## config.mk

```make
export PLATFORM = sky130hd
export DESIGN_NAME = qencoder_mc
export DESIGN_NICKNAME = d
export VERILOG_FILES = /design/src/rtl/qencoder_mc_pkg.sv /design/src/rtl/qencoder_mc_channel.sv /design/src/rtl/qencoder_mc.sv
export SDC_FILE = /design/constraint.sdc
export NUM_CORES = 1
export LEC_CHECK = 0
export BUFFER_PORTS_ARGS = -buffer_cell sky130_fd_sc_hd__buf_2
export CAP_MARGIN = 40
export CORE_MARGIN = 3
export CORE_UTILIZATION = 35
export CTS_CLUSTER_SIZE = 30
export DETAILED_ROUTE_END_ITERATION = 10
export PLACE_DENSITY = 0.59
export SLEW_MARGIN = 15
export SYNTH_ARGS = -nofsm -noshare
export SYNTH_HDL_FRONTEND = slang
export SYNTH_SLANG_ARGS = --single-unit
```

## constraint.sdc

```tcl
create_clock -name clk -period 6.1 [get_ports clk]
set_clock_uncertainty 0.2 [all_clocks]
set_input_delay 0.305 -clock clk [delete_from_list [all_inputs] [get_ports clk]]
set_output_delay 0.305 -clock clk [all_outputs]
set_load 0.005 [all_outputs]
```

## src/rtl/qencoder_mc_pkg.sv

```systemverilog
// Shared definitions for the multi-channel quadrature encoder interface:
// decode mode codes, transition classification and the per-update step decode.
package qencoder_mc_pkg;

  // Decode mode codes; 2'b11 behaves as x4.
  localparam logic [1:0] MODE_X1 = 2'b00;
  localparam logic [1:0] MODE_X2 = 2'b01;
  localparam logic [1:0] MODE_X4 = 2'b10;

  // Classification of a filtered {B,A} update.
  typedef enum logic [1:0] {
    TR_NONE    = 2'd0,
    TR_FWD     = 2'd1,
    TR_REV     = 2'd2,
    TR_ILLEGAL = 2'd3
  } tr_kind_e;

  // Result of decoding one filtered update in the selected mode.
  typedef struct packed {
    logic count;    // this update moves the position
    logic up;       // direction of the move (1 = forward)
    logic illegal;  // A and B changed together
  } step_t;

  // Forward order of {B,A} is 00 -> 01 -> 11 -> 10 -> 00 (A leads B).
  function automatic tr_kind_e classify(input logic [1:0] prev_ba, input logic [1:0] next_ba);
    tr_kind_e kind;
    kind = TR_NONE;
    case ({prev_ba, next_ba})
      4'b00_01, 4'b01_11, 4'b11_10, 4'b10_00: kind = TR_FWD;
      4'b01_00, 4'b11_01, 4'b10_11, 4'b00_10: kind = TR_REV;
      4'b00_11, 4'b11_00, 4'b01_10, 4'b10_01: kind = TR_ILLEGAL;
      default:                                kind = TR_NONE;
    endcase
    return kind;
  endfunction

  // x4 counts every legal edge, x2 only edges where A toggles,
  // x1 only the 00<->01 pair.
  function automatic step_t decode(input logic [1:0] prev_ba, input logic [1:0] next_ba,
                                   input logic [1:0] mode);
    step_t    s;
    tr_kind_e kind;
    logic     legal;
    logic     a_changed;
    kind      = classify(prev_ba, next_ba);
    legal     = (kind == TR_FWD) || (kind == TR_REV);
    a_changed = prev_ba[0] ^ next_ba[0];
    s.up      = (kind == TR_FWD);
    s.illegal = (kind == TR_ILLEGAL);
    case (mode)
      MODE_X1: s.count = ({prev_ba, next_ba} == 4'b00_01) || ({prev_ba, next_ba} == 4'b01_00);
      MODE_X2: s.count = legal && a_changed;
      default: s.count = legal;
    endcase
    return s;
  endfunction

endpackage

```

## src/rtl/qencoder_mc_channel.sv

```systemverilog
// One encoder channel: synchronizers, per-bit glitch filters, transition
// decoder, position/direction/error registers and the velocity accumulator.
module qencoder_mc_channel
  import qencoder_mc_pkg::*;
#(
  parameter int NB   = 32,
  parameter int FILT = 2
) (
  input  logic          clk,
  input  logic          i_reset,
  input  logic          i_enable,
  input  logic [1:0]    i_mode,
  input  logic [1:0]    i_enc,       // {B,A}, asynchronous
  input  logic          i_index,     // Z, asynchronous
  input  logic          i_index_en,
  input  logic          i_clear,
  input  logic          i_vel_load,  // terminal cycle of the velocity window
  output logic [NB-1:0] o_position,
  output logic          o_dir,
  output logic          o_error,
  output logic [NB-1:0] o_velocity
);

  localparam int CW = (FILT < 1) ? 1 : $clog2(FILT + 1);

  // Bit order in the input path: 0 = A, 1 = B, 2 = Z.
  logic [2:0]    sync1_reg;
  logic [2:0]    sync2_reg;
  logic [2:0]    filt_vec;
  logic [2:0]    prev_vec;
  step_t         step;
  logic          z_rise;
  logic          index_hit;
  logic          apply;
  logic [NB-1:0] delta;
  logic [NB-1:0] pos_reg;
  logic          dir_reg;
  logic          err_reg;
  logic [NB-1:0] acc_reg;
  logic [NB-1:0] vel_reg;

  // Two-stage synchronizer; keeps sampling through reset.
  always_ff @(posedge clk) begin
    sync1_reg <= {i_index, i_enc};
    sync2_reg <= sync1_reg;
  end

  genvar gi;
  generate
    for (gi = 0; gi < 3; gi++) begin : g_bit
      if (FILT == 0) begin : g_bypass
        logic f_reg;
        logic p_reg;
        // Unfiltered path; prev tracks the synchronized value during reset so
        // that release never shows a transition.
        always_ff @(posedge clk) begin
          f_reg <= sync2_reg[gi];
          p_reg <= i_reset ? sync2_reg[gi] : f_reg;
        end
        assign filt_vec[gi] = f_reg;
        assign prev_vec[gi] = p_reg;
      end else begin : g_filter
        logic          f_reg;
        logic          p_reg;
        logic          cand_reg;
        logic [CW-1:0] cnt_reg;
        // Accept a new level once it has been seen FILT times in a row after
        // its first observation; any return to the filtered level restarts.
        always_ff @(posedge clk) begin
          cand_reg <= sync2_reg[gi];
          if (i_reset) begin
            f_reg   <= sync2_reg[gi];
            p_reg   <= sync2_reg[gi];
            cnt_reg <= '0;
          end else begin
            p_reg <= f_reg;
            if (sync2_reg[gi] == f_reg) begin
              cnt_reg <= '0;
            end else if (sync2_reg[gi] != cand_reg) begin
              cnt_reg <= CW'(1);
            end else if (cnt_reg == CW'(FILT)) begin
              f_reg   <= sync2_reg[gi];
              cnt_reg <= '0;
            end else begin
              cnt_reg <= cnt_reg + CW'(1);
            end
          end
        end
        assign filt_vec[gi] = f_reg;
        assign prev_vec[gi] = p_reg;
      end
    end
  endgenerate

  // Decode the filtered update seen in the previous cycle.
  always_comb begin
    step      = decode(prev_vec[1:0], filt_vec[1:0], i_mode);
    z_rise    = ~prev_vec[2] & filt_vec[2];
    index_hit = i_enable & i_index_en & z_rise;
    apply     = i_enable & step.count & ~i_clear & ~index_hit;
    delta     = '0;
    if (apply) begin
      delta = step.up ? NB'(1) : '1;
    end
  end

  // Position, direction and sticky error: reset > clear > index > count.
  always_ff @(posedge clk) begin
    if (i_reset) begin
      pos_reg <= '0;
      dir_reg <= 1'b0;
      err_reg <= 1'b0;
    end else if (i_clear) begin
      pos_reg <= '0;
      err_reg <= 1'b0;
    end else begin
      if (index_hit) begin
        pos_reg <= '0;
      end else if (apply) begin
        pos_reg <= pos_reg + delta;
        dir_reg <= step.up;
      end
      if (i_enable && step.illegal) begin
        err_reg <= 1'b1;
      end
    end
  end

  // Velocity: accumulate applied counts and publish at the window end.
  always_ff @(posedge clk) begin
    if (i_reset) begin
      acc_reg <= '0;
      vel_reg <= '0;
    end else if (!i_enable) begin
      acc_reg <= '0;
    end else if (i_vel_load) begin
      vel_reg <= acc_reg + delta;
      acc_reg <= '0;
    end else begin
      acc_reg <= acc_reg + delta;
    end
  end

  assign o_position = pos_reg;
  assign o_dir      = dir_reg;
  assign o_error    = err_reg;
  assign o_velocity = vel_reg;

endmodule

```

## src/rtl/qencoder_mc.sv

```systemverilog
// Multi-channel quadrature encoder interface: NCH independent channels plus a
// shared velocity window counter.
module qencoder_mc
  import qencoder_mc_pkg::*;
#(
  parameter int NCH     = 2,
  parameter int NB      = 32,
  parameter int FILT    = 2,
  parameter int VEL_WIN = 1000
) (
  input  logic              clk,
  input  logic              i_reset,
  input  logic              i_enable,
  input  logic [2*NCH-1:0]  i_encoder,
  input  logic [NCH-1:0]    i_index,
  input  logic [NCH-1:0]    i_index_en,
  input  logic [NCH-1:0]    i_clear,
  input  logic [1:0]        i_mode,
  output logic [NCH*NB-1:0] o_position,
  output logic [NCH-1:0]    o_dir,
  output logic [NCH-1:0]    o_error,
  output logic [NCH*NB-1:0] o_velocity,
  output logic              o_vel_valid
);

  localparam int WW = (VEL_WIN < 2) ? 1 : $clog2(VEL_WIN);

  logic [WW-1:0] win_reg;
  logic          win_term;
  logic          vel_load;
  logic          valid_reg;

  assign win_term = (win_reg == WW'(VEL_WIN - 1));
  assign vel_load = i_enable & win_term;

  // Window counter runs 0..VEL_WIN-1 while enabled; the valid pulse follows
  // the terminal cycle together with the freshly loaded velocity words.
  always_ff @(posedge clk) begin
    if (i_reset || !i_enable) begin
      win_reg   <= '0;
      valid_reg <= 1'b0;
    end else begin
      win_reg   <= win_term ? '0 : win_reg + WW'(1);
      valid_reg <= win_term;
    end
  end

  assign o_vel_valid = valid_reg;

  genvar gi;
  generate
    for (gi = 0; gi < NCH; gi++) begin : g_ch
      qencoder_mc_channel #(
        .NB   (NB),
        .FILT (FILT)
      ) u_channel (
        .clk        (clk),
        .i_reset    (i_reset),
        .i_enable   (i_enable),
        .i_mode     (i_mode),
        .i_enc      (i_encoder[2*gi +: 2]),
        .i_index    (i_index[gi]),
        .i_index_en (i_index_en[gi]),
        .i_clear    (i_clear[gi]),
        .i_vel_load (vel_load),
        .o_position (o_position[gi*NB +: NB]),
        .o_dir      (o_dir[gi]),
        .o_error    (o_error[gi]),
        .o_velocity (o_velocity[gi*NB +: NB])
      );
    end
  endgenerate

endmodule

```

# After elaboration in Yosys (flattened, before gate mapping)
# Memory sizes are Yosys's and may differ from the RTL's.
# Index checks and enable logic that the tools add are counted.
[totals]
inputBits = 15
latch_bits = 0
elab_cells = 215
ram_bits = 0
register_bits = 249
romBits = 64
out_inout_bits = 133
n_memories = 2
[memory_table]
columns = ["memory", "words", "width", "rd", "rd_clocked_by_memory_dff", "write_ports", "line_no", "source"]
rows = [
  ["(no name shown)", 16, 2, 1, 0, 0, "qencoder_mc_pkg.sv:29", "case ({prev_ba, next_ba})"],
  ["(no name shown)", 16, 2, 1, 0, 0, "qencoder_mc_pkg.sv:29", ""],
]
[op_classes]
bitwise_logic = 22
shift = 0
eq_ne = 42
reduce_logical = 44
n_mul = 0
add_sub_neg = 11
div_mod_pow = 0
mux = 48
order_cmp = 0
[op_table]
columns = ["op", "count"]
rows = [
  ["adder 32 bit", 4],
  ["two-way mux 32 bit", 4],
  ["two-way mux 1 bit", 42],
  ["inequality test 2 bit (second input constant)", 12],
  ["AND reduction 3 bit", 8],
  ["OR reduction 4 bit", 6],
  ["equality test 2 bit (second input constant)", 10],
  ["OR reduction 2 bit", 9],
  ["bitwise AND 1 bit", 13],
  ["adder 2 x 1 -> 2 bit (second input constant)", 6],
  ["nonzero test 2 bit", 6],
  ["adder 10 x 1 -> 10 bit (second input constant)", 1],
  ["equality test 10 bit (second input constant)", 1],
  ["OR reduction 3 bit", 3],
  ["equality test 4 x 1 -> 1 bit (second input constant)", 2],
  ["equality test 4 x 3 -> 1 bit (second input constant)", 2],
  ["NOT 1 bit", 7],
  ["equality test 1 bit", 6],
  ["equality test 2 x 1 -> 1 bit (second input constant)", 3],
  ["inequality test 1 bit", 6],
  ["logical OR 1 bit", 5],
  ["logical AND 1 bit", 4],
  ["case mux 1 bit (2 select lines)", 2],
  ["zero test 2 bit", 1],
  ["3 further kinds", 4],
]

# Logic depth before layout (Yosys ltp)
# Gate-level depths: netlist (run 1).
# An unclocked memory read counts as a cell.
[logic_depth]
ltp_word = 10
depth_mapped = 21
mapped_depth_nobuf = 18

# Hierarchy
# A second synthesis (run 1) with hierarchy kept.
[hier_totals]
hier_cells = 1995
hier_area_um2 = 15328.5
[by_module_without_submodules]
columns = ["mod", "area_each_um2", "instances", "cells_each", "seq_area_each_um2"]
rows = [
  ["qencoder_mc_channel at g_ch[1].u_channel", 7532.2, 1, 985, 2412.3],
  ["qencoder_mc_channel at g_ch[0].u_channel", 7287.0, 1, 953, 2412.3],
  ["qencoder_mc", 509.2, 1, 57, 220.2],
]

# Least setup slack after synthesis (run 1)
# Ideal clock, no wire load.
[synth_timing]
path_kind = "reg2reg"
start = "register g_ch[0].u_channel.g_bit[0].g_filter.f_reg"
end = "register g_ch[0].u_channel.pos_reg[28]"
path_buffers = 5
t_required_ns = 5.839
arrival_ns = 4.779
setup_ns = 0.061
synth_period_minus_slack_ns = 5.040
path_stages_with_launch = 21
path_slack_ns = 1.060
path_cell_list = "edfxtp_1 clkbuf_1 mux2i_1 o21ai_0 ha_1 o21a_1 o22ai_1 nor3_1 clkbuf_1 buf_2 buf_1 buf_2 xnor2_1 ha_1 nor4_1 a21oi_1 mux2i_1 o21bai_1 a2111oi_0 or4_1 nand2_1"
[synth_via]
elab_chain_cells = 10
word_cells_on_any_way = 16
cone_classes = "add/sub: 1; eq/ne: 4; mux: 3; bitwise: 4; reduce/logical: 3; memory: 1"
[synth_rtl]
columns = ["item", "line_no", "source"]
rows = [
  ["from (decl)", "qencoder_mc_channel.sv:63", "logic f_reg;"],
  ["from (signal assigned)", "qencoder_mc_channel.sv:72", "f_reg <= sync2_reg[gi];"],
  ["from (signal assigned)", "qencoder_mc_channel.sv:82", "f_reg <= sync2_reg[gi];"],
  ["memory (16 x 2 bit)", "-", ""],
  ["equality test 2 x 1 -> 1 bit or equality test 2 bit (tied branches)", "qencoder_mc_pkg.sv:47, qencoder_mc_pkg.sv:49", ""],
  ["logical OR 1 bit", "qencoder_mc_pkg.sv:47", "legal = (kind == TR_FWD) || (kind == TR_REV);"],
  ["logical AND 1 bit", "qencoder_mc_pkg.sv:53", "MODE_X2: s.count = legal && a_changed;"],
  ["case mux 1 bit (2 select lines)", "qencoder_mc_pkg.sv:51", "case (mode)"],
  ["bitwise AND 1 bit (3 in series)", "qencoder_mc_channel.sv:100", "apply = i_enable & step.count & ~i_clear & ~index_hit;"],
  ["two-way mux 32 bit", "qencoder_mc_channel.sv:102", "if (apply) begin"],
  ["adder 32 bit", "qencoder_mc_channel.sv:120", "pos_reg <= pos_reg + delta;"],
  ["to (signal assigned)", "qencoder_mc_channel.sv:120", ""],
  ["to (decl)", "qencoder_mc_channel.sv:36", "logic [NB-1:0] pos_reg;"],
]
# Parallel ways exist; a longest one is shown, timed or not.
# A chain may end at the register's enable or synchronous reset.

# Worst setup path in the final report (run 1)
[layout_timing]
start = "register g_ch[1].u_channel.g_bit[1].g_filter.f_reg"
end = "register g_ch[1].u_channel.vel_reg[30]"
[layout_via]
elab_chain_cells = 10
word_cells_on_any_way = 15
cone_classes = "add/sub: 1; eq/ne: 4; mux: 3; bitwise: 3; reduce/logical: 3; memory: 1"
[layout_rtl]
columns = ["item", "line_no", "source"]
rows = [
  ["from (decl)", "qencoder_mc_channel.sv:63", ""],
  ["from (signal assigned)", "qencoder_mc_channel.sv:72", ""],
  ["from (signal assigned)", "qencoder_mc_channel.sv:82", ""],
  ["memory (16 x 2 bit)", "-", ""],
  ["equality test 2 x 1 -> 1 bit or equality test 2 bit (tied branches)", "qencoder_mc_pkg.sv:47, qencoder_mc_pkg.sv:49", ""],
  ["logical OR 1 bit", "qencoder_mc_pkg.sv:47", ""],
  ["logical AND 1 bit", "qencoder_mc_pkg.sv:53", ""],
  ["case mux 1 bit (2 select lines)", "qencoder_mc_pkg.sv:51", ""],
  ["bitwise AND 1 bit (3 in series)", "qencoder_mc_channel.sv:100", ""],
  ["two-way mux 32 bit *", "qencoder_mc_channel.sv:102", ""],
  ["adder 32 bit *", "qencoder_mc_channel.sv:137", "vel_reg <= acc_reg + delta;"],
  ["to (signal assigned)", "qencoder_mc_channel.sv:137", ""],
  ["to (decl)", "qencoder_mc_channel.sv:40", "logic [NB-1:0] vel_reg;"],
]
# Every way passes the cells marked *; elsewhere a longest branch is shown, timed or not.

==> results.json, run 1 <==
{
  "synth_area_per_cell_um2": 7.68,
  "port_buffers": 147,
  "detail_route.wirelength_um": 45300,
  "cts_tree": "done",
  "dp_hpwl_um": 31900,
  "cp.arrival_ns": 5.46,
  "met3_length_um": 2950,
  "slew-limit-headroom": 0.385,
  "nets": 2002,
  "synth_ff_type": "dfxtp_1",
  "synth_edf_count": 6,
  "maxCapViolations": 0,
  "fmax_mhz": 195,
  "dieArea_mm2": 0.0443,
  "power.density_mw_per_mm2": 248,
  "tns_ns": 0,
  "viasPerCell": 5.68,
  "mappedNetlistArea_mm2": 0.0146,
  "final_common_cell": "dfxtp_1",
  "multi_input_area_mm2": 0.00881,
  "grt_setup_unrepaired": "no",
  "cts.sinks": 249,
  "vias": 14300,
  "syn_nets": 1943,
  "route.detailed.drc": 0,
  "drt_iter0_drc": 1149,
  "async_flop_share": 0,
  "syn_inst": 1903,
  "synth_warnings": 0,
  "p_comb_frac": 0.125,
  "fin_crit_ns": 5.14,
  "crit_required_ns": 6.42,
  "ys_types": 76,
  "firstDrtPassIters": 5,
  "cts-root-buf": "clkbuf_16",
  "final_cell_mix": "243 x dfxtp_1, 219 x nor2_1, 188 x nand2_1",
  "regArea_mm2": 0.00504,
  "status": "finished, final reports clean",
  "cts_made_buffers": 31,
  "finalSetupViolations": 0,
  "nFillCells": 4245,
  "die_w_um": 210,
  "vdd_drop_max_uv": 199,
  "coreArea_mm2": 0.0410,
  "clock_power_share": 0.463,
  "synth.ff_latch_count": 249,
  "cts_buffer_depth": 3,
  "clk_latency_ns": 0.57,
  "p_sw_frac": 0.268,
  "cp-end-kind": "flip-flop",
  "path_cells": "nand2b_1, nand3_1, o21ai_0, ha_1, o21ai_0, a2111oi_4, buf_4, o21ai_2, inv_1, buf_4, ha_1, ha_1, or3_1, nor4_1, o31ai_1, o21a_1, nand3_1, mux2_2, nor4b_1, a211o_1",
  "grt_use_total": 0.198,
  "htreeDepth": 1,
  "met2_wirelength_um": 20000,
  "antenna_found_initial": 0,
  "fp-row-count": 74,
  "hold_violations": 0,
  "power_switching_mw": 1.12,
  "drive_gt1_frac": 0.132,
  "power.internal_mw": 3.07,
  "place_inst": 2450,
  "gp_congestion": 0.894,
  "die_h_um": 210,
  "hold_path.class": "reg2reg",
  "cpMostUsedCell": "ha_1",
  "syn_to_final_growth_pct": 15.2,
  "ant_nets": 0,
  "routed.top_layer": "met4",
  "grt_max_degree": 68,
  "critPathMaxFanout": 21,
  "drt-met1-wl_um": 21500,
  "io_pins": 148,
  "start_kind": "flip-flop",
  "clkTransAtPathRegs_ns": 0.06,
  "grt_pass1_wl_um": 72900,
  "num_antenna_cells": 0,
  "ys_seq_area_frac": 0.345,
  "rrSetupSlack_ns": 0.96,
  "crit_type": "reg2reg",
  "slew_violations": 0,
  "start_util": 0.356,
  "worst_slew_pin_slew_ns": 0.914,
  "grt_pass1_vias": 13300,
  "overflow": 0,
  "p_leak_nw": 6.51,
  "cpPeakStageDelay_ns": 0.55,
  "final_cells": 2517,
  "fin_crit_sh": 0.843,
  "seq_power_share": 0.412,
  "crit_slowest_cell": "edfxtp_1",
  "wl_per_cell_um": 18.0
}
## per-stage QoR
stage	cell area, um2	hold slack (ns)	utilization	total power, mW	setup slack, ns
after floorplan	14600	0.110	-	2.12	1.06
after global placement	15600	0.112	0.380	2.26	1.19
after detailed placement	15700	0.119	0.382	2.27	1.11
after CTS	16800	0.127	0.411	4.24	1.05
after global routing	16800	0.135	0.411	4.37	0.545
final	16800	0.127	0.411	4.19	0.960
## cells in the mapped netlist (10+ instances only)
| library cell | number | share of area |
|---|---|---|
| dfxtp_1 | 243 | 0.33 |
| o21ai_0 | 94 | 0.032 |
| or3_1 | 47 | 0.020 |
| nand2b_1 | 13 | 0.0056 |
| nand2_1 | 189 | 0.049 |
| nand3b_1 | 25 | 0.013 |
| nor4b_1 | 11 | 0.0066 |
| buf_2 | 12 | 0.0041 |
| nand3_1 | 71 | 0.024 |
| nor2b_1 | 29 | 0.012 |
| ha_1 | 25 | 0.021 |
| mux2i_1 | 37 | 0.025 |
| a21o_1 | 10 | 0.0051 |
| and3_1 | 26 | 0.011 |
| and2_1 | 10 | 0.0043 |
| inv_1 | 43 | 0.011 |
| xor2_1 | 40 | 0.024 |
| nor3_1 | 72 | 0.025 |
| xnor2_1 | 88 | 0.053 |
| a21oi_1 | 91 | 0.031 |
| or4_1 | 36 | 0.018 |
| nand4_1 | 58 | 0.025 |
| buf_1 | 13 | 0.0033 |
| nor4_1 | 66 | 0.028 |
| clkbuf_1 | 130 | 0.033 |
| a211oi_1 | 12 | 0.0062 |
| nor2_1 | 221 | 0.057 |
| a31oi_1 | 20 | 0.0086 |
| mux2_2 | 13 | 0.010 |
## path summary, 6_finish.rpt
kind | start | endpoint | cells after the start
worst max-delay path | g_ch[1].u_channel.g_bit[1].g_filter.f_reg | g_ch[1].u_channel.o_velocity[30] | 20
worst min-delay path | g_ch[0].u_channel.sync1_reg[2] | g_ch[0].u_channel.sync2_reg[2] | 0
worst max register to register | g_ch[1].u_channel.g_bit[1].g_filter.f_reg | g_ch[1].u_channel.o_velocity[30] | 20
worst min register to register | g_ch[0].u_channel.sync1_reg[2] | g_ch[0].u_channel.sync2_reg[2] | 0
## cell type report
cell class	instances	area share
multi-input cells	1450	0.523
clock buffers	41	0.0512
clock inverters	15	0.0124
repair buffers	187	0.0650
inverters	43	0.00958
flip-flops and latches	249	0.299
well taps	532	0.0395
## power groups by stage
stage | Sequential [mW] | Clock [mW] | Combinational (mW)
finish | 1.73 | 1.94 | 0.523
global route | 1.73 | 2.06 | 0.581
CTS | 1.72 | 1.99 | 0.519
detailed placement | 1.76 | 0 | 0.512
global placement | 1.76 | 0 | 0.503
floorplan | 1.73 | 0 | 0.396
## timing repair
action                                 4_1_cts  5_1_grt
endpoints found under the hold margin       19        0
gates resized for setup                      0        0
buffers inserted                             0        0
hold buffers                                11        0
## critical path: cells and delay by family, from the launching register on
family | cells | cell delay (ns)
compound gates | 7 | 1.68
simple gates | 6 | 0.91
fa+ha+maj | 3 | 0.82
buf+inv | 3 | 0.60
flops | 1 | 0.55
mux | 1 | 0.33
## per-layer routing
layer,vias to the layer above,track usage
met2,532,0.311
met5,-,0
met1,6741,0.286
met4,0,0.0499
li1,6962,-
met3,61,0.0281
## kinds of logic after synthesis
kind of cell / count (synthesis) / synth area share
simple gates: 911 / 0.320
xor+xnor: 128 / 0.0767
mux: 50 / 0.0353
compound gates: 336 / 0.146
flops: 249 / 0.345
buf+inv: 204 / 0.0552
fa+ha+maj: 25 / 0.0214
No activity file was read; power rests on OpenSTA's default activity.
==> run 2: changes to the inputs <==
Clock period 6.1 ns to 5.35 ns, I/O delays scaled along.
==> results.json, run 2 (synthesis results as in run 1) <==
{
  "status": "finished, final reports clean",
  "grt_setup_unrepaired": "no",
  "cts.sinks": 249,
  "dieArea_mm2": 0.0443,
  "fin_crit_sh": 0.912,
  "port_buffers": 147,
  "ant_nets": 0,
  "power_switching_mw": 1.28,
  "maxCapViolations": 0,
  "p_leak_nw": 6.49,
  "viasPerCell": 5.65,
  "cp.arrival_ns": 5.18,
  "slew_violations": 0,
  "detail_route.wirelength_um": 45300,
  "reg2reg_from": "g_ch[1].u_channel.g_bit[1].g_filter.f_reg",
  "cts-root-buf": "clkbuf_16",
  "cts_buffer_depth": 3,
  "io_pins": 148,
  "grt_use_total": 0.196,
  "crit_required_ns": 5.65,
  "postCtsHoldBufs": 10,
  "post_cts_buffers": 0,
  "worst_slew_pin_slew_ns": 0.873,
  "min_from": "i_enable",
  "clk_latency_ns": 0.57,
  "hold_path.class": "in2reg",
  "slew-limit-headroom": 0.413,
  "cp-end-kind": "flip-flop",
  "rr_endpoint": "g_ch[1].u_channel.o_position[20]",
  "critPathMaxFanout": 12,
  "routed.top_layer": "met5",
  "coreArea_mm2": 0.0410,
  "overflow": 0,
  "num_antenna_cells": 0,
  "crit_slowest_cell": "edfxtp_1",
  "r2r_cells": 16,
  "p_comb_frac": 0.131,
  "crit_family": "simple AND/OR/NAND/NOR gates",
  "cts_made_buffers": 31,
  "wl_per_cell_um": 18.0,
  "seq_power_share": 0.427,
  "vdd_drop_max_uv": 215,
  "hold_end": "g_ch[0].u_channel.o_velocity[29]",
  "final_cell_mix": "243 x dfxtp_1, 219 x nor2_1, 188 x nand2_1",
  "power.density_mw_per_mm2": 275,
  "dp_hpwl_um": 32000,
  "fp-row-count": 74,
  "power.internal_mw": 3.33,
  "hold_violations": 0,
  "drt_iter0_drc": 1215,
  "path_cells": "nand2b_1, nand3_1, o21ai_0, ha_1, o21ai_0, a2111oi_4, nand2_1, xnor2_1, ha_1, nor4_1, nor4b_1, nor3_1, o21a_1, or3_1, a21oi_1, mux2i_1",
  "rrSetupSlack_ns": 0.47,
  "power_mw": 4.61,
  "nets": 2004,
  "crit_type": "reg2reg",
  "final_common_cell": "dfxtp_1",
  "die_w_um": 210,
  "p_sw_frac": 0.278,
  "die_h_um": 210,
  "crit_buf_inv": 0,
  "syn_to_final_growth_pct": 14.7,
  "grt_max_degree": 83,
  "clock_power_share": 0.442,
  "antenna_found_initial": 1,
  "start_kind": "flip-flop",
  "fmax_mhz": 205,
  "grt_pass1_vias": 13200,
  "drive_gt1_frac": 0.133,
  "tns_ns": 0,
  "fin_crit_ns": 4.88,
  "final_core_util": 0.409,
  "grt_pass1_wl_um": 72300,
  "vias": 14200,
  "clkTransAtPathRegs_ns": 0.06,
  "hold_depth": 4,
  "setup_ws_ns": 0.471,
  "route.detailed.drc": 0,
  "gp_congestion": 0.910,
  "start_util": 0.356,
  "finalSetupViolations": 0,
  "cts_resized": 0,
  "htreeDepth": 1,
  "met3_length_um": 3130,
  "cpPeakStageDelay_ns": 0.55,
  "firstDrtPassIters": 5,
  "drt-met1-wl_um": 21000,
  "pre_cts_slack_ns": 0.564,
  "cts_tree": "done",
  "met2_wirelength_um": 20200
}
run 2: cell count changes in the layout (fill, tap and decap cells not counted):
cell and change:
buf_6 -1, inv_6 +2, a211oi_2 -1, inv_4 -1, clkinvlp_4 -1, clkinv_2 +3
bufinv_16 -4, buf_16 +1, buf_12 -2, buf_4 +5, clkdlybuf4s18_2 -1, clkbuf_1 +1
clkbuf_8 +1, a211oi_4 +1
run 2: layout make-up:
cell class	count	area, um2
clock buffer	43	881
clock inverter	14	108
fill	4262	24200
inverter	43	161
multi-input combinational	1450	8820
sequential	249	5040
tap	532	666
timing repair buffer	189	1100
run 2: worst min-delay path, cell delays in order:
cell and delay [ns]:
buf_2 0.19, nand2_2 0.22, nand3b_1 0.10, nand3_1 0.07
run 2: stage by stage:
| step | hold slack (ns) | std cells | area, um2 |
|---|---|---|---|
| 2_1_floorplan | 0.0952 | 1903 | 14600 |
| 3_3_place_gp | 0.112 | 2450 | 15600 |
| 3_5_place_dp | 0.114 | 2451 | 15700 |
| 4_1_cts | 0.0892 | 2518 | 16700 |
| 5_1_grt | 0.122 | 2520 | 16800 |
| 6_report | 0.111 | 2520 | 16800 |
run 2: worst max path at each step:
stage,cells after the start,endpoint,startpoint
after floorplan,20,g_ch[0].u_channel.o_position[28],g_ch[0].u_channel.g_bit[0].g_filter.f_reg
after global placement,16,g_ch[1].u_channel.o_position[20],g_ch[1].u_channel.g_bit[1].g_filter.f_reg
after detailed placement,16,g_ch[1].u_channel.o_position[20],g_ch[1].u_channel.g_bit[1].g_filter.f_reg
after CTS,16,g_ch[1].u_channel.o_position[20],g_ch[1].u_channel.g_bit[1].g_filter.f_reg
after global routing,16,g_ch[1].u_channel.o_position[20],g_ch[1].u_channel.g_bit[1].g_filter.f_reg
final,16,g_ch[1].u_channel.o_position[20],g_ch[1].u_channel.g_bit[1].g_filter.f_reg
run 2: metal layers:
layer  vias to the layer above  GRT usage
li1                       6956          -
met3                        68     0.0327
met2                       469      0.312
met5                         -          0
met1                      6752      0.277
met4                         2     0.0506
run 2: power groups by stage:
stage	Sequential, mW	Clock [mW]	Combinational [mW]
floorplan	1.97	0	0.452
global placement	2.01	0	0.578
detailed placement	2.01	0	0.586
CTS	1.97	2.10	0.594
global route	1.98	2.18	0.668
finish	1.97	2.04	0.602
==> run 3: changes to the inputs <==
Settings changed: CORE_ASPECT_RATIO set to 0.6.
==> results.json, run 3 (synthesis results as in run 1) <==
{
  "cpMostUsedCell": "ha_1",
  "htreeDepth": 1,
  "maxCapViolations": 0,
  "detail_route.wirelength_um": 47800,
  "fin_area_mm2": 0.0169,
  "firstDrtPassIters": 7,
  "slew_violations": 0,
  "setup_ws_ns": 0.500,
  "grt_pass1_vias": 13200,
  "crit_family": "compound AO/OA/AOI/OAI gates",
  "final_cells": 2552,
  "met1_usage": 0.327,
  "final_common_cell": "dfxtp_1",
  "cts_made_buffers": 27,
  "fp-row-count": 57,
  "cp.arrival_ns": 5.14,
  "cts-root-buf": "clkbuf_16",
  "grt_use_total": 0.209,
  "slew-limit-headroom": 0.390,
  "min_from": "g_ch[0].u_channel.sync1_reg[1]",
  "crit_required_ns": 5.64,
  "nFillCells": 4201,
  "grt_pass1_wl_um": 75700,
  "critPathMaxFanout": 12,
  "place_inst": 2488,
  "syn_to_final_growth_pct": 15.4,
  "cts_buffer_depth": 3,
  "pre_cts_slack_ns": 0.336,
  "die_h_um": 164,
  "worstSetupStartpoint": "g_ch[1].u_channel.g_bit[1].g_filter.f_reg",
  "viasPerCell": 5.70,
  "start_util": 0.358,
  "fin_crit_ns": 4.85,
  "final_cell_mix": "243 x dfxtp_1, 219 x nor2_1, 188 x nand2_1",
  "gp_congestion": 0.958,
  "nets": 2010,
  "overflow": 0,
  "hold_path.class": "reg2reg",
  "path_cells": "nand2b_1, nand3_1, o21ai_0, ha_1, o21ai_0, a2111oi_4, o21ai_2, inv_1, ha_1, ha_1, nand4_1, or4_1, a21oi_1, o21a_1, o21a_1, a21oi_1, a31oi_1, mux2i_1",
  "holdWs_ns": 0.126,
  "crit_type": "reg2reg",
  "crit_buf_inv": 1,
  "port_buffers": 147,
  "tns_ns": 0,
  "grt_max_degree": 84,
  "placed_area_mm2": 0.0158,
  "clkTransAtPathRegs_ns": 0.06,
  "worst_slew_pin_slew_ns": 0.906,
  "cpPeakStageDelay_ns": 0.55,
  "route.detailed.drc": 0,
  "dp_hpwl_um": 34300,
  "io_pins": 148,
  "ant_nets": 0,
  "cts_tree": "done",
  "wl_per_cell_um": 18.7,
  "clk_latency_ns": 0.56,
  "cp-end-kind": "flip-flop",
  "drt_iter0_drc": 1374,
  "vdd_drop_max_uv": 190,
  "coreArea_mm2": 0.0409,
  "power.density_mw_per_mm2": 278,
  "reg2reg_from": "g_ch[1].u_channel.g_bit[1].g_filter.f_reg",
  "p_leak_nw": 6.52,
  "finalSetupViolations": 0,
  "use_met2": 0.280,
  "dieArea_mm2": 0.0443,
  "antenna_found_initial": 1,
  "cts.sinks": 249,
  "drive_gt1_frac": 0.135,
  "start_kind": "flip-flop",
  "crit_slowest_cell": "edfxtp_1",
  "grt_setup_unrepaired": "no",
  "cts_resized": 0,
  "hold_violations": 0,
  "vias": 14500,
  "fin_crit_sh": 0.906,
  "gr-max-usage-layer": "met1",
  "grt_use_met3": 0.0523,
  "status": "finished, final reports clean",
  "die_w_um": 270,
  "fmax_mhz": 206
}
-- run 3: cell count changes in the layout (fill, tap and decap cells not counted), moves of 2 or more --
cell and delta:
bufinv_16 +5, clkinv_2 -4, buf_4 +8, clkbuf_1 -2, clkbuf_16 -4
-- run 3: final cells by class --
cell class | instances | area (um2) | area share
diodes | 1 | 2.50 | 0.000148
clock buffers | 36 | 759 | 0.0450
clock inverters | 14 | 229 | 0.0136
inverters | 43 | 161 | 0.00956
multi-input cells | 1450 | 8810 | 0.522
flip-flops and latches | 249 | 5040 | 0.299
well taps | 560 | 701 | 0.0415
repair buffers | 199 | 1170 | 0.0695
-- run 3: what timing repair did --
| action | in CTS | in global routing |
|---|---|---|
| hold buffers | 11 | 0 |
| endpoints found under the setup margin | 0 | 6 |
| setup buffers | 0 | 2 |
| endpoints found under the hold margin | 18 | 0 |
-- run 3: worst paths after layout --
check / end / slack (ns) / cells after the start
min reg2reg: g_ch[0].u_channel.sync2_reg[1] / 0.13 / 0
min: g_ch[0].u_channel.sync2_reg[1] / 0.13 / 0
max reg2reg: g_ch[1].u_channel.o_position[24] / 0.50 / 18
max: g_ch[1].u_channel.o_position[24] / 0.50 / 18
-- run 3: through the flow --
step	power, mW	utilization
final	4.70	0.413
after global routing	4.91	0.413
after CTS	4.75	0.413
after detailed placement	2.61	0.386
after global placement	2.60	0.384
after floorplan	2.42	-
-- run 3: power by group --
part	internal, mW	total (mW)	switching [mW]
logic	0.234	0.618	0.384
clock network	1.29	2.11	0.823
registers	1.90	1.97	0.0680
total	3.42	4.70	1.27
-- run 3: metal layers --
metal / up-vias / part of all wire
met3: 69 / 0.095
li1: 6965 / -
met4: 2 / 0.023
met5: - / 0.00027
met2: 660 / 0.38
met1: 6841 / 0.50
